[config.mk]
export PLATFORM = sky130hd
export DESIGN_NAME = tetris_cmd_sched
export DESIGN_NICKNAME = d
export VERILOG_FILES = /design/src/rtl/enum_type.sv /design/src/rtl/sync_fifo.sv /design/src/rtl/tetris_cmd_sched.sv
export SDC_FILE = /design/constraint.sdc
export NUM_CORES = 1
export LEC_CHECK = 0
export ABC_AREA = 1
export CAP_MARGIN = 0
export CELL_PAD_IN_SITES_DETAIL_PLACEMENT = 0
export CELL_PAD_IN_SITES_GLOBAL_PLACEMENT = 2
export CORE_MARGIN = 10
export CORE_UTILIZATION = 40
export DETAILED_ROUTE_END_ITERATION = 8
export PLACE_DENSITY = 0.95
export SLEW_MARGIN = 25
export SYNTH_ARGS = -nofsm -noshare
export SYNTH_HDL_FRONTEND = slang
export SYNTH_SLANG_ARGS = --single-unit
[constraint.sdc]
create_clock -name clk -period 6.9 [get_ports clk]
set_clock_uncertainty 0.2 [all_clocks]
set_input_delay 1.38 -clock clk [delete_from_list [all_inputs] [get_ports clk]]
set_output_delay 1.38 -clock clk [all_outputs]
set_load 0.01 [all_outputs]
[src/rtl/enum_type.sv]
// Shared types for the Tetris command scheduler: engine states/commands,
// scheduler FSM states, button bit positions and the button decoder.
package enum_type;

    // Engine state (tstate) and engine command (ctrl) share one encoding
    typedef enum logic [3:0] {
        NONE       = 4'd0,
        INIT       = 4'd1,
        GEN        = 4'd2,
        WAIT       = 4'd3,
        DOWN       = 4'd4,
        LEFT       = 4'd5,
        RIGHT      = 4'd6,
        ROTATE     = 4'd7,
        ROTATE_REV = 4'd8,
        DROP       = 4'd9,
        HOLD       = 4'd10,
        BAR        = 4'd11,
        END        = 4'd12
    } state_type;

    typedef enum logic [1:0] {
        S_IDLE = 2'd0,
        S_ARB  = 2'd1,
        S_BUSY = 2'd2
    } sched_state_t;

    localparam int unsigned BTN_LEFT       = 0;
    localparam int unsigned BTN_RIGHT      = 1;
    localparam int unsigned BTN_DOWN       = 2;
    localparam int unsigned BTN_ROTATE     = 3;
    localparam int unsigned BTN_ROTATE_REV = 4;
    localparam int unsigned BTN_DROP       = 5;
    localparam int unsigned BTN_HOLD       = 6;

    // User commands issued under pending gravity before gravity wins
    localparam logic [2:0] STARVE_LIMIT = 3'd4;

    // Highest set button bit wins when several are pressed together
    function automatic state_type btn_to_cmd(input logic [6:0] b);
        state_type c;
        c = NONE;
        if (b[BTN_HOLD])            c = HOLD;
        else if (b[BTN_DROP])       c = DROP;
        else if (b[BTN_ROTATE_REV]) c = ROTATE_REV;
        else if (b[BTN_ROTATE])     c = ROTATE;
        else if (b[BTN_DOWN])       c = DOWN;
        else if (b[BTN_RIGHT])      c = RIGHT;
        else if (b[BTN_LEFT])       c = LEFT;
        return c;
    endfunction

endpackage

[src/rtl/sync_fifo.sv]
// Small synchronous FIFO with flush. A push into a full FIFO is accepted
// only when a pop happens in the same cycle; otherwise it is dropped.
module sync_fifo #(
    parameter int unsigned WIDTH = 8,
    parameter int unsigned DEPTH = 4
) (
    input  logic             clk,
    input  logic             reset_n,
    input  logic             flush,
    input  logic             push,
    input  logic [WIDTH-1:0] din,
    input  logic             pop,
    output logic [WIDTH-1:0] dout,
    output logic             full,
    output logic             empty
);

    localparam int unsigned AW = (DEPTH > 1) ? $clog2(DEPTH) : 1;

    logic [WIDTH-1:0] r_mem [DEPTH];
    logic [AW-1:0]    r_wptr;
    logic [AW-1:0]    r_rptr;
    logic [AW:0]      r_count;
    logic             w_do_pop;
    logic             w_do_push;

    assign empty     = (r_count == '0);
    assign full      = (r_count == (AW + 1)'(DEPTH));
    assign dout      = r_mem[r_rptr];
    assign w_do_pop  = pop && !empty;
    assign w_do_push = push && (!full || w_do_pop);

    // Pointer and occupancy tracking; flush empties the queue
    always_ff @(posedge clk or negedge reset_n) begin
        if (!reset_n) begin
            r_wptr  <= '0;
            r_rptr  <= '0;
            r_count <= '0;
        end else if (flush) begin
            r_wptr  <= '0;
            r_rptr  <= '0;
            r_count <= '0;
        end else begin
            if (w_do_push) r_wptr <= r_wptr + 1'b1;
            if (w_do_pop)  r_rptr <= r_rptr + 1'b1;
            if (w_do_push && !w_do_pop)      r_count <= r_count + 1'b1;
            else if (w_do_pop && !w_do_push) r_count <= r_count - 1'b1;
        end
    end

    // Storage write; contents are don't-care until pointed at
    always_ff @(posedge clk) begin
        if (w_do_push && !flush) r_mem[r_wptr] <= din;
    end

endmodule

[src/rtl/tetris_cmd_sched.sv]
// Arbitrates garbage rows, gravity ticks and user buttons into a single
// one-cycle command stream for the Tetris engine, one command per WAIT.
module tetris_cmd_sched
    import enum_type::*;
#(
    parameter int unsigned GRAVITY_PERIOD = 100_000_000,
    parameter int unsigned QDEPTH         = 4
) (
    input  logic       clk,
    input  logic       reset_n,
    input  logic       start,
    input  logic [6:0] btn,
    input  logic [2:0] gravity_shift,
    input  logic       bar_req,
    input  logic [9:0] bar_in,
    input  state_type  tstate,
    output state_type  ctrl,
    output logic [9:0] bar_mask,
    output logic       ovf
);

    sched_state_t r_state;
    state_type    r_ctrl;
    logic [9:0]   r_bar_mask;
    logic         r_ovf;
    logic [31:0]  r_grav_cnt;
    logic         r_grav_pend;
    logic [2:0]   r_starve;

    logic        w_active;
    logic        w_start_fire;
    logic        w_can_issue;
    logic        w_user_push;
    logic [3:0]  w_user_din;
    logic [3:0]  w_user_dout;
    logic        w_user_full;
    logic        w_user_empty;
    logic        w_pop_user;
    logic        w_bar_push;
    logic [9:0]  w_bar_dout;
    logic        w_bar_full;
    logic        w_bar_empty;
    logic        w_pop_bar;
    logic        w_user_ovf;
    logic        w_bar_ovf;
    logic        w_issue;
    state_type   w_cmd;
    logic        w_down_issued;
    logic        w_starve_inc;
    logic [31:0] w_period;
    logic        w_grav_tick;

    assign w_active     = (r_state != S_IDLE);
    assign w_start_fire = (r_state == S_IDLE) && start && (tstate == INIT || tstate == END);
    assign w_can_issue  = (r_state == S_ARB) && (tstate == WAIT);

    // Inputs are only queued while a game is running
    assign w_user_push = w_active && (|btn);
    assign w_user_din  = btn_to_cmd(btn);
    assign w_bar_push  = w_active && bar_req;
    assign w_user_ovf  = w_user_push && w_user_full && !w_pop_user;
    assign w_bar_ovf   = w_bar_push && w_bar_full && !w_pop_bar;

    sync_fifo #(
        .WIDTH (4),
        .DEPTH (QDEPTH)
    ) u_user_q (
        .clk     (clk),
        .reset_n (reset_n),
        .flush   (w_start_fire),
        .push    (w_user_push),
        .din     (w_user_din),
        .pop     (w_pop_user),
        .dout    (w_user_dout),
        .full    (w_user_full),
        .empty   (w_user_empty)
    );

    sync_fifo #(
        .WIDTH (10),
        .DEPTH (QDEPTH)
    ) u_bar_q (
        .clk     (clk),
        .reset_n (reset_n),
        .flush   (w_start_fire),
        .push    (w_bar_push),
        .din     (bar_in),
        .pop     (w_pop_bar),
        .dout    (w_bar_dout),
        .full    (w_bar_full),
        .empty   (w_bar_empty)
    );

    // Period 0 or 1 keeps the counter pinned at 0 and ticks every cycle
    assign w_period    = GRAVITY_PERIOD >> gravity_shift;
    assign w_grav_tick = w_active && ((w_period <= 32'd1) || (r_grav_cnt >= w_period - 32'd1));

    // Pick the next command: garbage, starved gravity, user, then gravity
    always_comb begin
        w_issue    = 1'b0;
        w_cmd      = NONE;
        w_pop_bar  = 1'b0;
        w_pop_user = 1'b0;
        if (w_can_issue) begin
            if (!w_bar_empty) begin
                w_issue   = 1'b1;
                w_cmd     = BAR;
                w_pop_bar = 1'b1;
            end else if (r_grav_pend && (r_starve >= STARVE_LIMIT)) begin
                w_issue = 1'b1;
                w_cmd   = DOWN;
            end else if (!w_user_empty) begin
                w_issue    = 1'b1;
                w_cmd      = state_type'(w_user_dout);
                w_pop_user = 1'b1;
            end else if (r_grav_pend) begin
                w_issue = 1'b1;
                w_cmd   = DOWN;
            end
        end
    end

    // Any DOWN satisfies gravity; non-DOWN user moves under pending gravity starve it
    assign w_down_issued = w_issue && (w_cmd == DOWN);
    assign w_starve_inc  = w_issue && r_grav_pend && (w_cmd != DOWN) && (w_cmd != BAR);

    // Gravity timer, sticky pending flag and starvation count
    always_ff @(posedge clk or negedge reset_n) begin
        if (!reset_n) begin
            r_grav_cnt  <= '0;
            r_grav_pend <= 1'b0;
            r_starve    <= '0;
        end else if (w_start_fire) begin
            r_grav_cnt  <= '0;
            r_grav_pend <= 1'b0;
            r_starve    <= '0;
        end else begin
            if (w_active) r_grav_cnt <= w_grav_tick ? '0 : r_grav_cnt + 32'd1;
            // A fresh tick landing with a DOWN issue starts a new pending period
            if (w_grav_tick)        r_grav_pend <= 1'b1;
            else if (w_down_issued) r_grav_pend <= 1'b0;
            if (w_down_issued) r_starve <= '0;
            else if (w_starve_inc && (r_starve < STARVE_LIMIT)) r_starve <= r_starve + 3'd1;
        end
    end

    // Scheduler FSM with registered ctrl, bar_mask and ovf
    always_ff @(posedge clk or negedge reset_n) begin
        if (!reset_n) begin
            r_state    <= S_IDLE;
            r_ctrl     <= NONE;
            r_bar_mask <= '0;
            r_ovf      <= 1'b0;
        end else begin
            r_ctrl <= NONE;
            r_ovf  <= w_user_ovf || w_bar_ovf;
            case (r_state)
                S_IDLE: begin
                    if (w_start_fire) begin
                        r_ctrl  <= DOWN;
                        r_state <= S_ARB;
                    end
                end
                S_ARB: begin
                    if (tstate == END || tstate == INIT) begin
                        r_state <= S_IDLE;
                    end else if (w_issue) begin
                        r_ctrl  <= w_cmd;
                        r_state <= S_BUSY;
                        if (w_cmd == BAR) r_bar_mask <= w_bar_dout;
                    end
                end
                S_BUSY: begin
                    if (tstate == END)       r_state <= S_IDLE;
                    else if (tstate != WAIT) r_state <= S_ARB;
                end
                default: r_state <= S_IDLE;
            endcase
        end
    end

    assign ctrl     = r_ctrl;
    assign bar_mask = r_bar_mask;
    assign ovf      = r_ovf;

endmodule

==> results of run 1 <==
-- routing by layer --
layer	up-vias	share of wire (%)	global-route usage, %
li1	2679	-	-
met4	0	1.6	5.93
met2	79	50	24.3
met3	18	3.1	2.88
met1	2478	45	17.1
met5	-	0	0
-- area by class of cell --
cell class,count,area share (%)
clock buffers,19,5.67
clock inverters,13,1.33
inverters,94,4.45
multi-input cells,551,37.6
flip-flops and latches,123,42.1
well taps,220,3.45
repair buffers,44,5.39
-- power breakdown --
part | switching (mW) | internal, mW | total [mW]
clock | 0.344 | 0.485 | 0.828
sequential | 0.126 | 0.920 | 1.05
combinational | 0.487 | 0.258 | 0.745
-- state kept, by name, indices dropped and copies added (netlist names), 3 cells and up --
register,flops
r_grav_cnt,32
u_user_q.r_mem,16
r_starve,3
u_bar_q.r_mem,40
ctrl,4
u_user_q.r_count,3
u_bar_q.r_count,3
bar_mask,10
-- critical path, stage by stage --
cell and delay, ps:
clkdlybuf4s50_1 650, inv_1 160, nor2_1 210, nand2_1 120, ha_1 310, nand2_1 70, inv_1 30, o21ai_0 150
nand3b_1 100, a21oi_1 210, nand3_2 530, o21ai_0 420
-- stage by stage --
step / hold WS, ps / cells / utilization, % / power [mW] / setup WS [ps]
after global routing: 308 / 1064 / 48.1 / 2.80 / 2270
after global placement: 261 / 1032 / 44.7 / 1.76 / 2060
after CTS: 281 / 1064 / 48.1 / 2.64 / 2660
after detailed placement: 264 / 1032 / 44.8 / 1.81 / 2220
final: 275 / 1064 / 48.1 / 2.62 / 2630
after floorplan: 260 / 784 / - / 1.59 / 3350
-- how the worst max path moves through the flow --
stage / depth (start not counted) / end / startpoint / slack, ps
2_1_floorplan: 14 / r_grav_cnt[10]$_DFFE_PN0P_ / gravity_shift[0] / 3350
3_3_place_gp: 13 / r_grav_cnt[20]$_DFFE_PN0P_ / gravity_shift[2] / 2060
3_5_place_dp: 12 / r_grav_cnt[21]$_DFFE_PN0P_ / gravity_shift[0] / 2220
4_1_cts: 12 / r_grav_cnt[21]$_DFFE_PN0P_ / gravity_shift[0] / 2660
5_1_grt: 13 / r_grav_cnt[21]$_DFFE_PN0P_ / gravity_shift[2] / 2270
6_report: 12 / r_grav_cnt[21]$_DFFE_PN0P_ / gravity_shift[0] / 2630
-- cell usage in the layout, fill, tap and decap left out, drive strengths merged --
cell type and count:
o22ai 10, xor2 21, dfrtp 67, nand2 199, xnor2 9, nor3 19
buf 3, clkdlybuf4s50 41, a31oi 1, nand3b 2, nor2 103, o21ai 70
ha 39, clkbuf 19, inv 99, o32ai 1, clkinv 6, a21oi 27
conb 1, nor4 4, o31ai 2, a21boi 1, clkinvlp 2, nand3 29
o21a 1, edfxtp 56, fa 2, nand4 10
-- logic make-up after synthesis --
family / count (synthesis) / share of synthesized area (%)
flip-flops: 123 / 49.5
AO/OA/AOI/OAI: 113 / 8.79
AND/OR/NAND/NOR: 366 / 23.6
buffers and inverters: 110 / 6.41
adder cells (fa/ha/maj): 41 / 7.78
other: 1 / 0.0552
XOR/XNOR: 30 / 3.87
==> flow_metrics.env, run 1 <==
export IMPL_ff_latch_area_sq_um=3360
export IMPL_cts_buffers_inserted=17
export IMPL_ys_ff_latch=123
export IMPL_crit_type="in -> reg"
export IMPL_tightestPinTransition_ps=963
export IMPL_leakagePower_nw=3.56
export IMPL_min_period_over_period_pct=61.8
export IMPL_grt_max_degree=68
export IMPL_core_area_sq_um=16600
export IMPL_ys_types=41
export IMPL_synth_nets=853
export IMPL_max_freq_mhz=234
export IMPL_grt_pass1_wl_mm=25.5
export IMPL_antenna_found_initial=0
export IMPL_synth_edf_count=56
export IMPL_ys_top_cells_by_count="nand2_1, nor2_1, inv_1"
export IMPL_cts_resized=0
export IMPL_totalNegativeSetupSlack_ps=0
export IMPL_ir_drop_mv=0.178
export IMPL_gp_congestion=0.846
export IMPL_fin_crit_ps=4270
export IMPL_p_per_area_nw_per_um2=328
export IMPL_ys_flop_type="dfrtp_1"
export IMPL_clockBufferDepth=2
export IMPL_antenna_cells=0
export IMPL_route_detailed_drc=0
export IMPL_placed_cell_area_sq_um=7420
export IMPL_fillers=1589
export IMPL_ys_seq_area_share_pct=49.5
export IMPL_rsz0062_at_grt="no"
export IMPL_hold_path_class="reg -> reg"
export IMPL_syn_cell_area_sq_um=6790
export IMPL_rows=47
export IMPL_finalHoldViolCount=0
export IMPL_max_cap_viol_count=0
export IMPL_ys_top_cells_by_area="edfxtp_1, dfrtp_1, nand2_1, ha_1, nor2_1"
export IMPL_postCtsSetupBuffers=0
export IMPL_multi_input_area_sq_um=3000
export IMPL_initialDrtViolationCount=380
export IMPL_portBuffers=42
export IMPL_via_per_inst=4.94
export IMPL_yosysWarnings=0
export IMPL_clock_sinks=123
export IMPL_finalSetupViolations=0
export IMPL_drtPass1Iterations=5
export IMPL_synth_top_area_share_pct=24.8
export IMPL_path_max_fanout=29
export IMPL_design_area_sq_um=7980
export IMPL_slew_limit_headroom_pct=35.6
export IMPL_gr_total_overflow=0
export IMPL_cts_hold_buffers=0
export IMPL_syn_inst=784
export IMPL_hold_path_depth=2
export IMPL_cts_htree_levels=4
export IMPL_clk_latency_ps=420
export IMPL_postSynthAreaPerCell_sq_um=8.66
export IMPL_dieArea_sq_um=22600
export IMPL_dieHeight_um=150
export IMPL_start_util_pct=40.9
export IMPL_root_buffer="clkbuf_16"
export IMPL_async_reset_ff_share_pct=54.5
export IMPL_r2r_slack_ps=4040
export IMPL_cp_required_ps=7000
export IMPL_nets=900
export IMPL_synth_largest_area_cell="edfxtp_1"
export IMPL_ioPinCount=43
export IMPL_drive_above_1_share_pct=8.77
export IMPL_wirelength_mm=15.6
export IMPL_endpoint_kind="flip-flop"
export IMPL_yosysMostFrequentCell="nand2_1"
export IMPL_critical_path_arrival_ps=4370
export IMPL_cp_start_kind="input port"
export IMPL_timing_rr_end="u_user_q.r_count[2]$_DFFE_PN0P_"
export IMPL_synthToLayoutAreaGrowth_pct=17.6
export IMPL_ant_nets=0
export IMPL_maxSlewViolCount=0
export IMPL_min_to="bar_mask[7]$_DFFE_PN0P_"
export IMPL_grt_total_usage_pct=14.2
export IMPL_hp_start="bar_mask[7]$_DFFE_PN0P_"
export IMPL_grt_pass1_vias=5045
export IMPL_cts_tree="built"
export IMPL_die_w_um=150
export IMPL_rr_worst_depth=14
export IMPL_wl_per_cell_um=14.7
export IMPL_via_count=5254
export IMPL_r2r_start="u_user_q.r_count[1]$_DFFE_PN0P_"
export IMPL_clk_pin_slew_ps=60
export IMPL_hpwl_mm=11.5
export IMPL_status="complete, no violations"
Note: power is estimated with default switching activity, not from simulation.
==> run 2: changes to the inputs <==
CORE_UTILIZATION = 33   (was 40)
PLACE_DENSITY = 0.86   (was 0.95)
clock period = 3.9 ns   (was 6.9 ns; I/O delays follow)
==> run 2 against run 1 <==
Total power rose by 78%. Critical endpoint is now r_grav_cnt[13]$_DFFE_PN0P_. Non-clock buffer count grew 9. Sequential cell count did not move. Combinational power up 79%. Clock power grew 80%. Sequential share of layout area down 0.69 points. Utilization decreased by 8.0 points. First-iteration DRC count shrank 38%. Sequential power is 76% higher. Routed wire length down 2.2%. Critical path type unchanged. Die area rose by 18%.
==> flow_metrics.env, run 2 (synthesis gave the netlist of run 1 again) <==
export IMPL_status="complete, no violations"
export IMPL_dieHeight_um=163
export IMPL_total_power_mw=4.66
export IMPL_portBuffers=42
export IMPL_cp_start_kind="input port"
export IMPL_synthToLayoutAreaGrowth_pct=19.5
export IMPL_crit_path_start="gravity_shift[2]"
export IMPL_core_area_sq_um=20200
export IMPL_top_regs="u_bar_q.r_mem: 40 flops, r_grav_cnt: 32 flops, u_user_q.r_mem: 16 flops"
export IMPL_clk_pin_slew_ps=60
export IMPL_finalSetupViolations=0
export IMPL_totalNegativeSetupSlack_ps=0
export IMPL_ioPinCount=43
export IMPL_via_count=5151
export IMPL_crit_end="r_grav_cnt[13]$_DFFE_PN0P_"
export IMPL_clock_sinks=123
export IMPL_gr_total_overflow=0
export IMPL_min_period_over_period_pct=81.4
export IMPL_rows=52
export IMPL_grt_pass1_wl_mm=25.6
export IMPL_fin_ws_ps=727
export IMPL_grt_total_usage_pct=12.0
export IMPL_ff_latch_area_sq_um=3360
export IMPL_critical_path_arrival_ps=3260
export IMPL_multi_input_area_sq_um=3000
export IMPL_endpoint_kind="flip-flop"
export IMPL_clk_latency_ps=410
export IMPL_antenna_found_initial=0
export IMPL_antenna_cells=0
export IMPL_rsz0062_at_grt="no"
export IMPL_leakagePower_nw=3.60
export IMPL_gp_congestion=0.845
export IMPL_max_cap_viol_count=0
export IMPL_hpwl_mm=11.5
export IMPL_top_register="u_bar_q.r_mem"
export IMPL_timing_rr_end="u_user_q.r_count[2]$_DFFE_PN0P_"
export IMPL_cp_common_cell="nand2_1"
export IMPL_nets=909
export IMPL_ir_drop_mv=0.218
export IMPL_tightestPinTransition_ps=868
export IMPL_r2r_slack_ps=1100
export IMPL_initialDrtViolationCount=235
export IMPL_cts_buffers_inserted=17
export IMPL_ant_nets=0
export IMPL_mostFrequentLayoutCells="nand2_1, nor2_1, inv_1"
export IMPL_wl_per_cell_um=13.6
export IMPL_finalHoldViolCount=0
export IMPL_route_detailed_drc=0
export IMPL_cts_tree="built"
export IMPL_crit_buf_inv=3
export IMPL_p_per_area_nw_per_um2=575
export IMPL_grt_pass1_vias=5063
export IMPL_hold_path_class="reg -> reg"
export IMPL_grt_max_degree=68
export IMPL_cp_num_cells=14
export IMPL_cts_htree_levels=4
export IMPL_die_w_um=163
export IMPL_slew_limit_headroom_pct=42.2
export IMPL_path_cells="clkdlybuf4s50_1, nor2_1, nor2_1, inv_1, nor2_1, ha_1, nand2_1, nor4_1, nand2_1, nand2_1, nand2_1, nand3_1, buf_4, o21ai_0"
export IMPL_path_max_fanout=29
export IMPL_cts_resized=0
export IMPL_start_util_pct=33.6
export IMPL_via_per_inst=4.59
export IMPL_post_place_ws_ps=286
export IMPL_root_buffer="clkbuf_16"
export IMPL_cpLargestDelayFamily="simple AND/OR/NAND/NOR gates"
export IMPL_dieArea_sq_um=26700
export IMPL_clockBufferDepth=2
export IMPL_largest_reg_flops=40
export IMPL_hold_slack_ps=274
export IMPL_fin_crit_ps=3170
export IMPL_maxSlewViolCount=0
export IMPL_postCtsSetupBuffers=0
export IMPL_cts_hold_buffers=0
export IMPL_rr_worst_depth=12
export IMPL_crit_type="in -> reg"
export IMPL_fillers=2048
export IMPL_critPathMaxStageDelay_ps=520
export IMPL_max_freq_mhz=315
export IMPL_cp_required_ps=3980
export IMPL_r2r_start="r_state[1]$_DFFE_PN0P_"
export IMPL_drive_above_1_share_pct=9.38
export IMPL_wirelength_mm=15.3
export IMPL_crit_path_top_delay_cell="clkdlybuf4s50_1"
export IMPL_drtPass1Iterations=4
export IMPL_layout_commonest_cell="nand2_1"
[run 2: power breakdown]
part / total [mW] / internal, mW / switching [mW]
Sequential: 1.85 / 1.63 / 0.222
Clock: 1.49 / 0.886 / 0.604
Combinational: 1.33 / 0.478 / 0.851
[run 2: metal layers]
metal / global-route usage, % / vias to the layer above / routed length [um]
li1: - / 2693 / -
met1: 15.0 / 2380 / 7310
met2: 19.9 / 64 / 7330
met3: 2.14 / 14 / 455
met4: 4.92 / 0 / 179
met5: 0 / - / 0
[run 2: metrics by stage]
stage	instances	util, %	instance area, sq um
finish	1123	40.1	8120
global route	1123	40.1	8120
CTS	1123	40.1	8120
detailed placement	1091	37.3	7550
global placement	1091	37.3	7550
floorplan	784	-	6790
[run 2: final cells by class]
type / count / share of cell area (%)
Sequential cell: 123 / 41.4
Inverter: 94 / 4.38
Timing Repair Buffer: 53 / 6.17
Tap cell: 270 / 4.16
Clock buffer: 17 / 5.24
Clock inverter: 15 / 1.73
Multi-Input combinational cell: 551 / 37.0
[run 2: how the worst min path moves through the flow]
stage,from,endpoint,slack (ps),cells past startpoint
global placement,bar_mask[3]$_DFFE_PN0P_,bar_mask[3]$_DFFE_PN0P_,260,2
finish,bar_mask[3]$_DFFE_PN0P_,bar_mask[3]$_DFFE_PN0P_,270,2
CTS,bar_mask[7]$_DFFE_PN0P_,bar_mask[7]$_DFFE_PN0P_,280,2
detailed placement,bar_mask[7]$_DFFE_PN0P_,bar_mask[7]$_DFFE_PN0P_,260,2
floorplan,r_grav_cnt[31]$_DFFE_PN0P_,r_grav_cnt[31]$_DFFE_PN0P_,260,2
global route,bar_mask[6]$_DFFE_PN0P_,bar_mask[6]$_DFFE_PN0P_,290,2
[run 2: worst reg2reg max path, stage by stage, from the launching register on]
cell     delay, ps
dfrtp_1        400
nor2_1         280
inv_1          230
o21ai_0        180
inv_1           70
nand2_1        160
inv_1          100
ha_1           220
fa_1           380
a21oi_1        140
o21ai_0        120
xor2_1         150
nor2_1          90
==> run 3: changes to the inputs <==
clock period = 2.73 ns   (was 3.9 ns; I/O delays follow)
==> run 3 against run 2 <==
Setup slack lost 630 ps. Sequential share of layout area shrank 2.8 points. Clock power grew 45%. Sequential cell count is the same. Utilization grew 2.9 points. Routed wire length grew 4.3%. Total power grew 51%. Die area is the same. Sequential power grew 41%. Critical path depth grew 1. Non-clock buffer count grew 64. Largest cell class unchanged.
==> flow_metrics.env, run 3 (synthesis gave the netlist of run 1 again) <==
export IMPL_clockBufferDepth=2
export IMPL_gp_congestion=0.797
export IMPL_crit_type="in -> reg"
export IMPL_crit_path_top_delay_cell="clkdlybuf4s50_1"
export IMPL_cts_buffers_inserted=17
export IMPL_min_period_over_period_pct=96.3
export IMPL_status="complete, no violations"
export IMPL_gr_total_overflow=0
export IMPL_cell_internal_pwr_mw=4.57
export IMPL_ioPinCount=43
export IMPL_leakagePower_nw=3.96
export IMPL_rsz0062_at_grt="yes"
export IMPL_root_buffer="clkbuf_16"
export IMPL_ant_nets=0
export IMPL_via_count=5377
export IMPL_grt_total_usage_pct=12.4
export IMPL_path_cells="clkdlybuf4s50_1, inv_1, buf_4, buf_4, nor2_1, nor2_1, ha_1, a21oi_1, o21ai_0, a21oi_1, nand2_1, nand2_2, nand3_4, buf_12, o21ai_0"
export IMPL_drive_above_1_share_pct=16.7
export IMPL_p_comb_share_pct=32.4
export IMPL_initialDrtViolationCount=246
export IMPL_rows=52
export IMPL_slew_limit_headroom_pct=58.7
export IMPL_top_register="u_bar_q.r_mem"
export IMPL_portBuffers=42
export IMPL_dieArea_sq_um=26700
export IMPL_p_per_area_nw_per_um2=808
export IMPL_cts_htree_levels=4
export IMPL_cts_tree="built"
export IMPL_switching_share_pct=35.0
export IMPL_cpLargestDelayFamily="buffers and inverters"
export IMPL_max_cap_viol_count=0
export IMPL_hold_path_class="reg -> reg"
export IMPL_crit_buf_inv=5
export IMPL_top_regs="u_bar_q.r_mem: 40 flops, r_grav_cnt: 32 flops, u_user_q.r_mem: 16 flops"
export IMPL_clkPwrFrac_pct=30.7
export IMPL_cp_required_ps=2870
export IMPL_rr_worst_depth=12
export IMPL_p_sw_mw=2.46
export IMPL_ir_drop_mv=0.345
export IMPL_grt_max_degree=68
export IMPL_layout_commonest_cell="nand2_1"
export IMPL_critPathMaxStageDelay_ps=470
export IMPL_cp_start_kind="input port"
export IMPL_core_area_sq_um=20200
export IMPL_fin_crit_ps=2630
export IMPL_maxSlewViolCount=0
export IMPL_antenna_found_initial=0
export IMPL_route_detailed_drc=0
export IMPL_drtPass1Iterations=4
export IMPL_hpwl_mm=12.1
export IMPL_tightestPinTransition_ps=618
export IMPL_clk_latency_ps=420
export IMPL_clk_pin_slew_ps=60
export IMPL_totalNegativeSetupSlack_ps=0
export IMPL_grt_pass1_wl_mm=26.3
export IMPL_r2r_slack_ps=300
export IMPL_start_util_pct=33.6
export IMPL_critical_path_arrival_ps=2770
export IMPL_dieHeight_um=163
export IMPL_clock_sinks=123
export IMPL_hold_path_depth=2
export IMPL_wl_per_cell_um=13.4
export IMPL_wirelength_mm=15.9
export IMPL_mostFrequentLayoutCells="nand2_1, nor2_1, inv_1"
export IMPL_path_max_fanout=11
export IMPL_max_freq_mhz=380
export IMPL_grt_pass1_vias=5281
export IMPL_synthToLayoutAreaGrowth_pct=28.3
export IMPL_die_w_um=163
export IMPL_p_seq_share_pct=36.9
export IMPL_finalSetupViolations=0
export IMPL_via_per_inst=4.53
export IMPL_antenna_cells=0
export IMPL_nets=973
export IMPL_finalHoldViolCount=0
export IMPL_cp_num_cells=15
export IMPL_endpoint_kind="flip-flop"
export IMPL_largest_reg_flops=40
export IMPL_hold_slack_ps=274
==> run 3: worst min-delay path, stage by stage (launching register included) <==
cell     delay [ps]
dfrtp_1         340
nand2_1          50
nand2_1          50
==> run 3: per-stage QoR <==
step	std cells	utilization (%)	power, mW	instance area (sq um)	setup WS (ps)
3_3_place_gp	1152	39.8	4.82	8050	-470
6_report	1187	43.1	7.04	8710	101
3_5_place_dp	1152	39.8	4.84	8050	-552
2_1_floorplan	784	-	4.01	6790	10.8
5_1_grt	1187	43.1	7.56	8710	-12.6
4_1_cts	1186	42.8	7.12	8670	17.9
==> run 3: final cells by class <==
cell class / count / area (sq um)
Timing Repair Buffer: 117 / 1040
Clock buffer: 18 / 439
Multi-Input combinational cell: 551 / 3040
Tap cell: 270 / 338
Inverter: 94 / 355
Fill cell: 2017 / 11500
Sequential cell: 123 / 3360
Clock inverter: 14 / 136
==> run 3: what timing repair did <==
action	in CTS	in global routing
hold buffers	1	0
buffers inserted	0	1
gates resized for setup	4	18
gates cloned	1	0
setup endpoints to repair	29	31
endpoints found under the hold margin	67	0
pin swaps	0	2
==> run 3: worst paths after layout <==
check | startpoint | endpoint
setup reg to reg | r_state[1]$_DFFE_PN0P_ | u_user_q.r_count[2]$_DFFE_PN0P_
hold reg to reg | bar_mask[9]$_DFFE_PN0P_ | bar_mask[9]$_DFFE_PN0P_
setup / recovery | gravity_shift[0] | r_grav_cnt[12]$_DFFE_PN0P_
hold / removal | bar_mask[9]$_DFFE_PN0P_ | bar_mask[9]$_DFFE_PN0P_
max in group asynchronous | reset_n | r_grav_cnt[22]$_DFFE_PN0P_
min in group asynchronous | reset_n | u_user_q.r_rptr[1]$_DFFE_PN0P_
==> run 3: power groups by stage <==
stage	combinational (mW)	sequential (mW)	clock (mW)
after floorplan	1.47	2.54	0
after global placement	2.20	2.63	0
after detailed placement	2.21	2.63	0
after CTS	2.30	2.60	2.22
after global routing	2.60	2.64	2.31
final	2.28	2.60	2.16
==> run 3: routing by layer <==
| layer | part of all wire, % | up-vias | wire length [um] | track usage [%] |
|---|---|---|---|---|
| li1 | - | 2825 | - | - |
| met1 | 46 | 2481 | 7280 | 14.7 |
| met2 | 51 | 63 | 8040 | 21.6 |
| met3 | 3.0 | 8 | 472 | 2.64 |
| met4 | 0.84 | 0 | 133 | 4.63 |
| met5 | 0 | - | 0 | 0 |
